### config.mk
export PLATFORM = sky130hd
export DESIGN_NAME = dds_sweep_ctrl_flat
export DESIGN_NICKNAME = d
export VERILOG_FILES = /design/src/rtl/dds_sweep_ctrl_if.sv /design/src/rtl/dds_sweep_ctrl.sv /design/src/flat_wrapper.sv
export SDC_FILE = /design/constraint.sdc
export NUM_CORES = 1
export LEC_CHECK = 0
export CAP_MARGIN = 0
export CORE_AREA = 2 2 135 137
export DETAILED_ROUTE_END_ITERATION = 12
export DIE_AREA = 0 0 137 139
export GPL_ROUTABILITY_DRIVEN = 0
export PLACE_DENSITY = 0.52
export SLEW_MARGIN = 20
export SYNTH_ARGS = -nofsm -noshare
export SYNTH_HDL_FRONTEND = slang
export SYNTH_SLANG_ARGS = --single-unit
export TNS_END_PERCENT = 5
### constraint.sdc
create_clock -name clk -period 4.9 [get_ports clk]
set_input_delay 0.98 -clock clk [delete_from_list [all_inputs] [get_ports clk]]
set_output_delay 0.98 -clock clk [all_outputs]
set_load 0.02 [all_outputs]
### src/rtl/dds_sweep_ctrl_if.sv
// Interface bundling the sweep controller's control inputs and DDS-facing
// outputs.
//   master : sequencer/host side. Drives start, abort, the sweep configuration
//            and repeat_en; observes phase_inc, phase_clr, busy, sweep_done
//            and cfg_err.
//   slave  : dds_sweep_ctrl side, with the opposite directions.
// Parameters: INC_W (tuning-word width), DWELL_W (dwell counter width).
interface dds_sweep_ctrl_if #(
  parameter int INC_W   = 16,
  parameter int DWELL_W = 16
);
  logic               start;
  logic               abort;
  logic [INC_W-1:0]   f_start;
  logic [INC_W-1:0]   f_stop;
  logic [INC_W-1:0]   f_step;
  logic [DWELL_W-1:0] dwell;
  logic               repeat_en;
  logic [INC_W-1:0]   phase_inc;
  logic               phase_clr;
  logic               busy;
  logic               sweep_done;
  logic               cfg_err;

  modport master (
    output start, abort, f_start, f_stop, f_step, dwell, repeat_en,
    input  phase_inc, phase_clr, busy, sweep_done, cfg_err
  );

  modport slave (
    input  start, abort, f_start, f_stop, f_step, dwell, repeat_en,
    output phase_inc, phase_clr, busy, sweep_done, cfg_err
  );
endinterface

### src/rtl/dds_sweep_ctrl.sv
// Frequency-sweep sequencer for the DDS sine generator.
// It ramps the tuning word from f_start to f_stop in steps of f_step. Each
// word is held for dwell+1 cycles. A phase-accumulator clear is pulsed at the
// start of every pass. Single-shot and repeating sweeps are supported, as are
// abort and rejection of a bad configuration.
// Ports:
//   clk, rst : clock, asynchronous active-high reset
//   bus      : dds_sweep_ctrl_if.slave. Inputs are start, abort, f_start,
//              f_stop, f_step, dwell and repeat_en. Outputs are phase_inc,
//              phase_clr, busy, sweep_done and cfg_err.
// Build option: defining SWEEP_BIDIR_EN adds a DOWN state. The sweep then
// returns from f_stop to f_start before the pass ends.
module dds_sweep_ctrl #(
  parameter int INC_W   = 16,
  parameter int DWELL_W = 16
) (
  input  logic             clk,
  input  logic             rst,
  dds_sweep_ctrl_if.slave  bus
);

  typedef enum logic [1:0] {
    IDLE
    , UP
`ifdef SWEEP_BIDIR_EN
    , DOWN
`endif
  } state_t;

  state_t             state;
  logic [INC_W-1:0]   phase_inc;
  logic               phase_clr;
  logic               busy;
  logic               sweep_done;
  logic               cfg_err;
  logic [DWELL_W-1:0] cnt;

  // Latched sweep configuration. Only these copies are used once a sweep runs.
  logic [INC_W-1:0]   start_l;
  logic [INC_W-1:0]   stop_l;
  logic [INC_W-1:0]   step_l;
  logic [DWELL_W-1:0] dwell_l;
  logic               rep_l;

  logic cfg_ok;
  logic accept;
  logic pass_end;

  // Compute the sum one bit wider so that a carry out also clamps to the limit.
  function automatic logic [INC_W-1:0] sat_add(
    input logic [INC_W-1:0] a,
    input logic [INC_W-1:0] step,
    input logic [INC_W-1:0] lim
  );
    logic [INC_W:0] sum;
    sum = {1'b0, a} + {1'b0, step};
    if (sum[INC_W] || (sum[INC_W-1:0] > lim)) return lim;
    return sum[INC_W-1:0];
  endfunction

`ifdef SWEEP_BIDIR_EN
  // a >= floor always holds here, so a - floor cannot borrow. Comparing that
  // distance with the step keeps the result at or above floor.
  function automatic logic [INC_W-1:0] sat_sub(
    input logic [INC_W-1:0] a,
    input logic [INC_W-1:0] step,
    input logic [INC_W-1:0] floor
  );
    if ((a - floor) <= step) return floor;
    return a - step;
  endfunction
`endif

  assign cfg_ok = (bus.f_start <= bus.f_stop) && (bus.f_step != '0);
  assign accept = (state == IDLE) && bus.start && !bus.abort && cfg_ok;

  // A pass ends when the final word of the pass has used up its dwell.
  always_comb begin
    pass_end = 1'b0;
    if (cnt == '0) begin
`ifdef SWEEP_BIDIR_EN
      // When start equals stop there is no down leg, so the pass ends at the
      // top.
      if ((state == UP) && (phase_inc == stop_l) && (start_l == stop_l))
        pass_end = 1'b1;
      if ((state == DOWN) && (phase_inc == start_l))
        pass_end = 1'b1;
`else
      if ((state == UP) && (phase_inc == stop_l))
        pass_end = 1'b1;
`endif
    end
  end

  always_ff @(posedge clk) begin
    if (accept) begin
      start_l <= bus.f_start;
      stop_l  <= bus.f_stop;
      step_l  <= bus.f_step;
      dwell_l <= bus.dwell;
      rep_l   <= bus.repeat_en;
    end
  end

  always_ff @(posedge clk or posedge rst) begin
    if (rst) begin
      state      <= IDLE;
      phase_inc  <= '0;
      phase_clr  <= 1'b0;
      busy       <= 1'b0;
      sweep_done <= 1'b0;
      cfg_err    <= 1'b0;
      cnt        <= '0;
    end else begin
      phase_clr  <= 1'b0;
      sweep_done <= 1'b0;
      cfg_err    <= 1'b0;
      if (bus.abort) begin
        state     <= IDLE;
        busy      <= 1'b0;
        phase_inc <= '0;
        cnt       <= '0;
      end else if (state == IDLE) begin
        if (bus.start) begin
          if (cfg_ok) begin
            state     <= UP;
            phase_inc <= bus.f_start;
            phase_clr <= 1'b1;
            busy      <= 1'b1;
            cnt       <= bus.dwell;
          end else begin
            cfg_err   <= 1'b1;
          end
        end
      end else if (pass_end) begin
        sweep_done <= 1'b1;
        if (rep_l) begin
          state     <= UP;
          phase_inc <= start_l;
          phase_clr <= 1'b1;
          cnt       <= dwell_l;
        end else begin
          state     <= IDLE;
          busy      <= 1'b0;
          phase_inc <= '0;
          cnt       <= '0;
        end
      end else if (cnt != '0) begin
        cnt <= cnt - 1'b1;
      end else begin
        cnt <= dwell_l;
        case (state)
          UP: begin
`ifdef SWEEP_BIDIR_EN
            if (phase_inc == stop_l) begin
              state     <= DOWN;
              phase_inc <= sat_sub(phase_inc, step_l, start_l);
            end else begin
              phase_inc <= sat_add(phase_inc, step_l, stop_l);
            end
`else
            phase_inc <= sat_add(phase_inc, step_l, stop_l);
`endif
          end
`ifdef SWEEP_BIDIR_EN
          DOWN: phase_inc <= sat_sub(phase_inc, step_l, start_l);
`endif
          default: begin
            state <= IDLE;
            busy  <= 1'b0;
          end
        endcase
      end
    end
  end

  assign bus.phase_inc  = phase_inc;
  assign bus.phase_clr  = phase_clr;
  assign bus.busy       = busy;
  assign bus.sweep_done = sweep_done;
  assign bus.cfg_err    = cfg_err;

endmodule

### src/flat_wrapper.sv
// flat-port wrapper written by rule: the top's interface ports become plain ports
module dds_sweep_ctrl_flat 
#(
  parameter int INC_W   = 16,
  parameter int DWELL_W = 16
)
  (clk, rst, bus_start, bus_abort, bus_f_start, bus_f_stop, bus_f_step, bus_dwell, bus_repeat_en, bus_phase_inc, bus_phase_clr, bus_busy, bus_sweep_done, bus_cfg_err);
  dds_sweep_ctrl_if #(.INC_W(INC_W), .DWELL_W(DWELL_W)) bus_i ();
  input  logic clk;
  input  logic rst;
  input wire logic [$bits(bus_i.start)-1:0] bus_start;
  input wire logic [$bits(bus_i.abort)-1:0] bus_abort;
  input wire logic [$bits(bus_i.f_start)-1:0] bus_f_start;
  input wire logic [$bits(bus_i.f_stop)-1:0] bus_f_stop;
  input wire logic [$bits(bus_i.f_step)-1:0] bus_f_step;
  input wire logic [$bits(bus_i.dwell)-1:0] bus_dwell;
  input wire logic [$bits(bus_i.repeat_en)-1:0] bus_repeat_en;
  output wire logic [$bits(bus_i.phase_inc)-1:0] bus_phase_inc;
  output wire logic [$bits(bus_i.phase_clr)-1:0] bus_phase_clr;
  output wire logic [$bits(bus_i.busy)-1:0] bus_busy;
  output wire logic [$bits(bus_i.sweep_done)-1:0] bus_sweep_done;
  output wire logic [$bits(bus_i.cfg_err)-1:0] bus_cfg_err;
  assign bus_i.start = bus_start;
  assign bus_i.abort = bus_abort;
  assign bus_i.f_start = bus_f_start;
  assign bus_i.f_stop = bus_f_stop;
  assign bus_i.f_step = bus_f_step;
  assign bus_i.dwell = bus_dwell;
  assign bus_i.repeat_en = bus_repeat_en;
  assign bus_phase_inc = bus_i.phase_inc;
  assign bus_phase_clr = bus_i.phase_clr;
  assign bus_busy = bus_i.busy;
  assign bus_sweep_done = bus_i.sweep_done;
  assign bus_cfg_err = bus_i.cfg_err;
  dds_sweep_ctrl #(.INC_W(INC_W), .DWELL_W(DWELL_W)) u_core (.clk(clk), .rst(rst), .bus(bus_i));
endmodule
Yosys cells after proc, flatten, opt, wreduce, memory -nomap -nowiden --
Index checks and enable logic that the tools add are counted. W data, S select, Z words.
Storage, ports and cells: input port bits 69, register bits 103, output and inout bits 20, logic and storage cells 93
Cells by class: muxes and demuxes 54, equality and inequality tests 7, $add $sub $neg 2, reduce and logical (&&, ||, !) cells 16, order comparisons 2
Operators with widths (number):
- $mux W16 | 17
- $reduce_bool A16 Y1 | 2
- $mux W1 | 30
- $add A16 B16 Y17 | 1
- $eq A16 B16 Y1 | 1
- $gt A16 B16 Y1 | 1
- $le A16 B16 Y1 | 1
- $logic_not A16 Y1 | 1
- $sub A16 B1 Y16 const B | 1
- $mux W2 | 7
- $reduce_and A4 Y1 | 2
- $logic_and A1 B1 Y1 | 5
- $reduce_and A5 Y1 | 1
- $ne A4 B2 Y1 const B | 1
- $ne A4 B3 Y1 const B | 1
- $ne A4 B4 Y1 const B | 1
- $reduce_bool A4 Y1 | 1
- $ne A3 B2 Y1 const B | 1
- $ne A3 B3 Y1 const B | 1
- $eq A2 B1 Y1 const B | 1
- $logic_not A2 Y1 | 1
- $reduce_and A2 Y1 | 1
- $logic_not A1 Y1 | 1
- $logic_or A1 B1 Y1 | 1

Longest topological paths before layout --
Gate-level depths: netlist of run 1.
depth after elaboration 15, gate-level depth with buffers 17, mapped depth without buffers 16

Least setup slack after synthesis of run 1 --
Ideal clock, no wire load.
path kind in2reg, from input port bus_f_stop[14], to register u_core.dwell_l[0], enable pin, buffers on the path 0, data required time 4.481 ns, stages on the path 9, setup slack 0.546 ns, arrival 3.935 ns, library setup time 0.419 ns, path through inv_1 > ha_1 > a21oi_1 > nand2_1 > a221oi_1 > or3b_2 > a21oi_1 > nand2_1 > inv_1
Between the ends: cells in the longest elaborated chain, start to end 3
RTL lines:
- start: declaration | line flat_wrapper.sv:14 | input wire logic [$bits(bus_i.f_stop)-1:0] bus_f_stop;
- $le A16 B16 Y1 | line dds_sweep_ctrl.sv:74 | assign cfg_ok = (bus.f_start <= bus.f_stop) && (bus.f_step != '0);
- $logic_and A1 B1 Y1 | line dds_sweep_ctrl.sv:74
- $logic_and A1 B1 Y1 | line dds_sweep_ctrl.sv:75 | assign accept = (state == IDLE) && bus.start && !bus.abort && cfg_ok;
- via u_core.accept | line dds_sweep_ctrl.sv:46 | logic accept;
- end signal: assignment | line dds_sweep_ctrl.sv:100 | dwell_l <= bus.dwell;
- end: declaration | line dds_sweep_ctrl.sv:42 | logic [DWELL_W-1:0] dwell_l;
The timed path passes the listed nets, and every way through them passes these cells. A chain may end at the register's enable or synchronous reset.

Final worst setup path of run 1 --
from register u_core.phase_inc[0] (netlist: u_core.bus.phase_inc[0]), to register u_core.phase_inc[10] (netlist: u_core.bus.phase_inc[10])
Between the ends: cells in the longest elaborated chain, start to end 15, elaborated cells on any way between the ends 22, those cells by class add/sub: 1; order compare: 1; eq/ne: 2; mux: 14; reduce/logical: 4
RTL lines:
- start: declaration | line dds_sweep_ctrl.sv:31 | logic [INC_W-1:0] phase_inc;
- start signal: assignment | line dds_sweep_ctrl.sv:127 | phase_inc <= bus.f_start;
- start signal: assignment | line dds_sweep_ctrl.sv:139 | phase_inc <= start_l;
- start signal: assignment | line dds_sweep_ctrl.sv:162 | phase_inc <= sat_add(phase_inc, step_l, stop_l);
- $add A16 B16 Y17 | line dds_sweep_ctrl.sv:56 | sum = {1'b0, a} + {1'b0, step};
- $gt A16 B16 Y1 | line dds_sweep_ctrl.sv:57 | if (sum[INC_W] || (sum[INC_W-1:0] > lim)) return lim;
- $logic_or A1 B1 Y1 | line dds_sweep_ctrl.sv:57
- $mux W1 | line dds_sweep_ctrl.sv:57
- $mux W1 | line dds_sweep_ctrl.sv:152 | case (state)
- $mux W1 | line dds_sweep_ctrl.sv:148 | end else if (cnt != '0) begin
- $mux W1 | line dds_sweep_ctrl.sv:135 | end else if (pass_end) begin
- $mux W1 | line dds_sweep_ctrl.sv:123 | end else if (state == IDLE) begin
- $mux W1 | line dds_sweep_ctrl.sv:118 | if (bus.abort) begin
- $mux W16 | line dds_sweep_ctrl.sv:58 | return sum[INC_W-1:0];
- $mux W16 | line dds_sweep_ctrl.sv:152
- $mux W16 | line dds_sweep_ctrl.sv:148
- $mux W16 | line dds_sweep_ctrl.sv:135
- $mux W16 | line dds_sweep_ctrl.sv:123
- $mux W16 | line dds_sweep_ctrl.sv:118
Parallel ways exist; a longest one is shown, timed or not. The select of a mux whose other input is x is not followed.

==> flow_metrics.py, run 1 <==
metrics = {
    "global_route": {
        "grt_first_pass_wirelength_mm": 27.5,
        "grt_most_used_layer": "met1",
        "grt_pass1_vias": 4946,
        "overflow": 0,
        "grt_max_degree": 52,
        "grt_util_met1_pct": 28.4,
        "use_met3_pct": 3.33,
        "antenna_found_initial": 0,
        "grtUsageTotal_pct": 19.0,
        "met2_usage_pct": 27.6,
    },
    "setup_path": {
        "rr_worst_depth": 17,
        "critPathTopFamily": "compound AO/OA/AOI/OAI gates",
        "slowest_stage": "a2111oi_0",
        "cp.depth": 17,
        "cp.required_ps": 5160,
        "cp_slowest_stage_delay_ps": 520,
        "timing.rr.start": "u_core.bus.phase_inc[0]",
        "r2r_slack_ps": 610,
        "startpoint": "u_core.bus.phase_inc[0]",
        "cp_data_arrival_time_ps": 4550,
        "critPathCapture": "u_core.bus.phase_inc[10]",
        "startpoint_type": "register",
        "path_class": "reg -> reg",
        "path_buf_inv": 2,
        "critical_path.cell_chain": "ha_1 -> inv_1 -> fa_1 -> nor2b_1 -> o31ai_1 -> nand2_1 -> a21oi_1 -> xnor2_1 -> ha_1 -> a21o_1 -> a2111oi_0 -> o31ai_1 -> a211oi_1 -> o22a_1 -> buf_4 -> nand3_1 -> a41oi_1",
        "r2r_end": "u_core.bus.phase_inc[10]",
        "cp_max_fo": 32,
        "cp-end-kind": "register",
    },
    "finish": {
        "seqCellArea_um2": 2880,
        "diodes": 0,
        "syn_to_final_growth_pct": 24.8,
        "drive_gt1_share_pct": 6.37,
        "num-nets-final": 821,
        "nFillCells": 1690,
        "multi_input_area_um2": 3060,
        "finalNonFillerCells": 935,
    },
    "sta": {
        "clock-skew-final_ps": 11.9,
        "min_period_ps": 4290,
        "finalSetupViolCount": 0,
        "fin_tns_setup_ps": 0,
        "fmax_mhz": 233,
        "rsz0062_at_grt": "false",
        "fin_crit_sh_pct": 87.5,
        "relSlewSlack_pct": 43.3,
        "finalHoldViolCount": 0,
        "slew_viol_final": 0,
        "holdWs_ps": 502,
        "worst_slack_ps": 613,
        "tightest_slew_ps": 847,
    },
    "status": {
        "status": "complete, no violations",
    },
    "placed_design": {
        "dp_hpwl_mm": 13.4,
        "dp.cells": 919,
        "port_buffers": 88,
        "place_ws_ps": 448,
    },
    "synthesis": {
        "synth_top_family_by_area": "compound AO/OA/AOI/OAI gates",
        "synthAdderAreaFrac_pct": 10.4,
        "synth_edf_count": 65,
        "async_flop_share_pct": 36.3,
        "synth_area_leaders": "edfxtp_1 32%, dfrtp_1 15%, ha_1 10%",
        "yosys.area.top_type": "edfxtp_1",
        "netlist_area_um2": 6190,
        "synthFlopType": "edfxtp_1",
        "ys_types": 62,
        "synth_area_per_cell_um2": 10.3,
        "synth_top_cells_by_count": "65 x edfxtp_1, 51 x nor2_1, 50 x ha_1, 47 x inv_1, 39 x a21oi_1",
        "synth-compound-area-share_pct": 17.3,
        "synthXorXnorAreaFrac_pct": 4.95,
        "synthCells": 603,
        "yosys_register_bits": 102,
        "syn_nets": 723,
        "post_synth_and_or_nand_nor_area_fraction_pct": 16.4,
        "synth.most_common_cell": "edfxtp_1",
        "synth.mux.area_fraction_pct": 0.162,
        "ys_seq_area_share_pct": 46.5,
        "ys_warn_count": 0,
        "synth_top_area_share_pct": 31.5,
    },
    "detailed_routing": {
        "routed_wl_mm": 17.9,
        "wl_per_cell_um": 19.2,
        "ant_nets": 0,
        "drtIter0Drc": 377,
        "via_per_inst": 5.55,
        "vias": 5189,
        "drcViolationCount": 0,
        "drt_pre_antenna_iters": 5,
    },
    "floorplanning": {
        "io_pins": 89,
        "die_h_um": 139,
        "core_area_um2": 17700,
        "start_util_pct": 35.0,
        "num_rows": 49,
        "die_area_um2": 19000,
        "dieWidth_um": 137,
    },
    "clocking": {
        "cts_resized": 0,
        "postCtsSetupBuffers": 0,
        "clockBufferDepth": 2,
        "numCtsBuffers": 9,
        "cts_hold_buf": 0,
        "htreeDepth": 3,
        "insertion_delay_ps": 360,
        "cts_root_buffer": "clkbuf_16",
        "clk_pin_slew_ps": 80,
        "clkSinkCount": 102,
        "tritoncts": "yes",
    },
    "pwr": {
        "switching_power_w": 0.00118,
        "clockPowerShare_pct": 23.0,
        "finalPower_w": 0.00313,
        "sequentialPowerShare_pct": 35.5,
        "comb_power_share_pct": 41.5,
        "p_int_w": 0.00195,
        "power_density_nw_per_um2": 405,
        "p_sw_share_pct": 37.8,
        "p_leak_nw": 2.98,
        "worst_ir_drop_vdd_uv": 168,
    },
    "job": {
        "maxCapViolations": 0,
    },
    "worst_hold_path": {
        "hp-class": "reg -> reg",
    },
}
per-layer routing:
layer,vias to the layer above,share of wire (%)
met5,-,0
met3,21,6.1
met2,178,45
met1,2509,47
li1,2481,-
met4,0,1.7
sequential cells by signal, summed over array words and instances, names as in the netlist:
name                   cells
u_core.bus.busy            1
u_core.bus.cfg_err         1
u_core.bus.phase_clr       1
u_core.bus.phase_inc      16
u_core.bus.sweep_done      1
u_core.cnt                16
u_core.dwell_l            16
u_core.rep_l               1
u_core.start_l            16
u_core.state               1
u_core.step_l             16
u_core.stop_l             16
cell usage in the layout (no fill, tap or decap), drive strengths merged, types with 3 or more instances in the layout:
cell | Yosys | final
clkdlybuf4s50 | 0 | 88
edfxtp | 65 | 65
nor2 | 51 | 51
ha | 50 | 50
inv | 47 | 50
a21oi | 39 | 39
dfrtp | 37 | 37
nand2 | 34 | 34
xnor2 | 28 | 28
nand3 | 24 | 24
a22oi | 19 | 19
buf | 3 | 18
a31oi | 16 | 16
nand3b | 15 | 15
o21ai | 14 | 14
nor3 | 14 | 14
a41oi | 12 | 12
nand4 | 11 | 11
clkbuf | 16 | 9
nor4 | 9 | 9
xor2 | 7 | 7
o31ai | 6 | 6
a21o | 6 | 6
or3 | 6 | 6
a22o | 5 | 5
nor2b | 5 | 5
a211oi | 5 | 5
nand4b | 4 | 4
and3 | 4 | 4
o211ai | 4 | 4
o21a | 4 | 4
or2 | 4 | 4
o2bb2ai | 3 | 3
a211o | 3 | 3
nand2b | 3 | 3
o2111ai | 3 | 3
clkinv | 0 | 3
stage by stage:
stage	util [%]	cell area [um^2]
3_5_place_dp	42.1	7430
6_report	43.7	7720
3_3_place_gp	42.1	7430
2_1_floorplan	-	6190
5_1_grt	43.7	7720
4_1_cts	43.7	7720
worst register-to-register path, cell delays in order, from the launching register on:
cell and delay [ps]:
dfrtp_1 440, ha_1 250, inv_1 70, fa_1 190, nor2b_1 80, o31ai_1 440
nand2_1 110, a21oi_1 180, xnor2_1 180, ha_1 290, a21o_1 160, a2111oi_0 520
o31ai_1 180, a211oi_1 270, o22a_1 170, buf_4 300, nand3_1 130, a41oi_1 240
final cells by class:
class | instances | area share [%]
inverter | 47 | 2.28
sequential | 102 | 37.3
timing repair buffer | 106 | 13.3
tap | 229 | 3.71
multi-input combinational | 435 | 39.6
clock inverter | 7 | 0.875
clock buffer | 9 | 2.92
power groups by stage:
stage,clock network (W),registers [W],logic [W]
after floorplan,0,0.00116,0.000787
after global routing,0.000784,0.00112,0.00142
after global placement,0,0.00113,0.00127
after detailed placement,0,0.00113,0.00129
final,0.000721,0.00111,0.00130
after CTS,0.000746,0.00111,0.00129
worst min path at each step:
stage,slack (ps),cells past startpoint,from,endpoint
2_1_floorplan,460,1,u_core.cnt[14],u_core.cnt[14]
3_3_place_gp,470,1,u_core.cnt[14],u_core.cnt[14]
3_5_place_dp,480,1,u_core.cnt[14],u_core.cnt[14]
4_1_cts,500,1,u_core.cnt[14],u_core.cnt[14]
5_1_grt,510,1,u_core.cnt[14],u_core.cnt[14]
6_report,500,1,u_core.cnt[14],u_core.cnt[14]
kinds of logic after synthesis:
logic type / after synthesis
AND/OR/NAND/NOR: 193
adder cells (fa/ha/maj): 51
flip-flops: 102
AO/OA/AOI/OAI: 155
XOR/XNOR: 35
buffers and inverters: 66
multiplexers: 1
Power figures use the tool's default switching activity.
==> run 2: changes to the inputs <==
--- a/config.mk
+++ b/config.mk
@@ -5,6 +5,7 @@
 export SDC_FILE = /design/constraint.sdc
 export NUM_CORES = 1
 export LEC_CHECK = 0
+export ABC_AREA = 0
 export CAP_MARGIN = 0
 export CORE_AREA = 2 2 135 137
 export DETAILED_ROUTE_END_ITERATION = 12
==> results of run 2 <==
Final layout, timing and power as in run 1 (identical DEF).
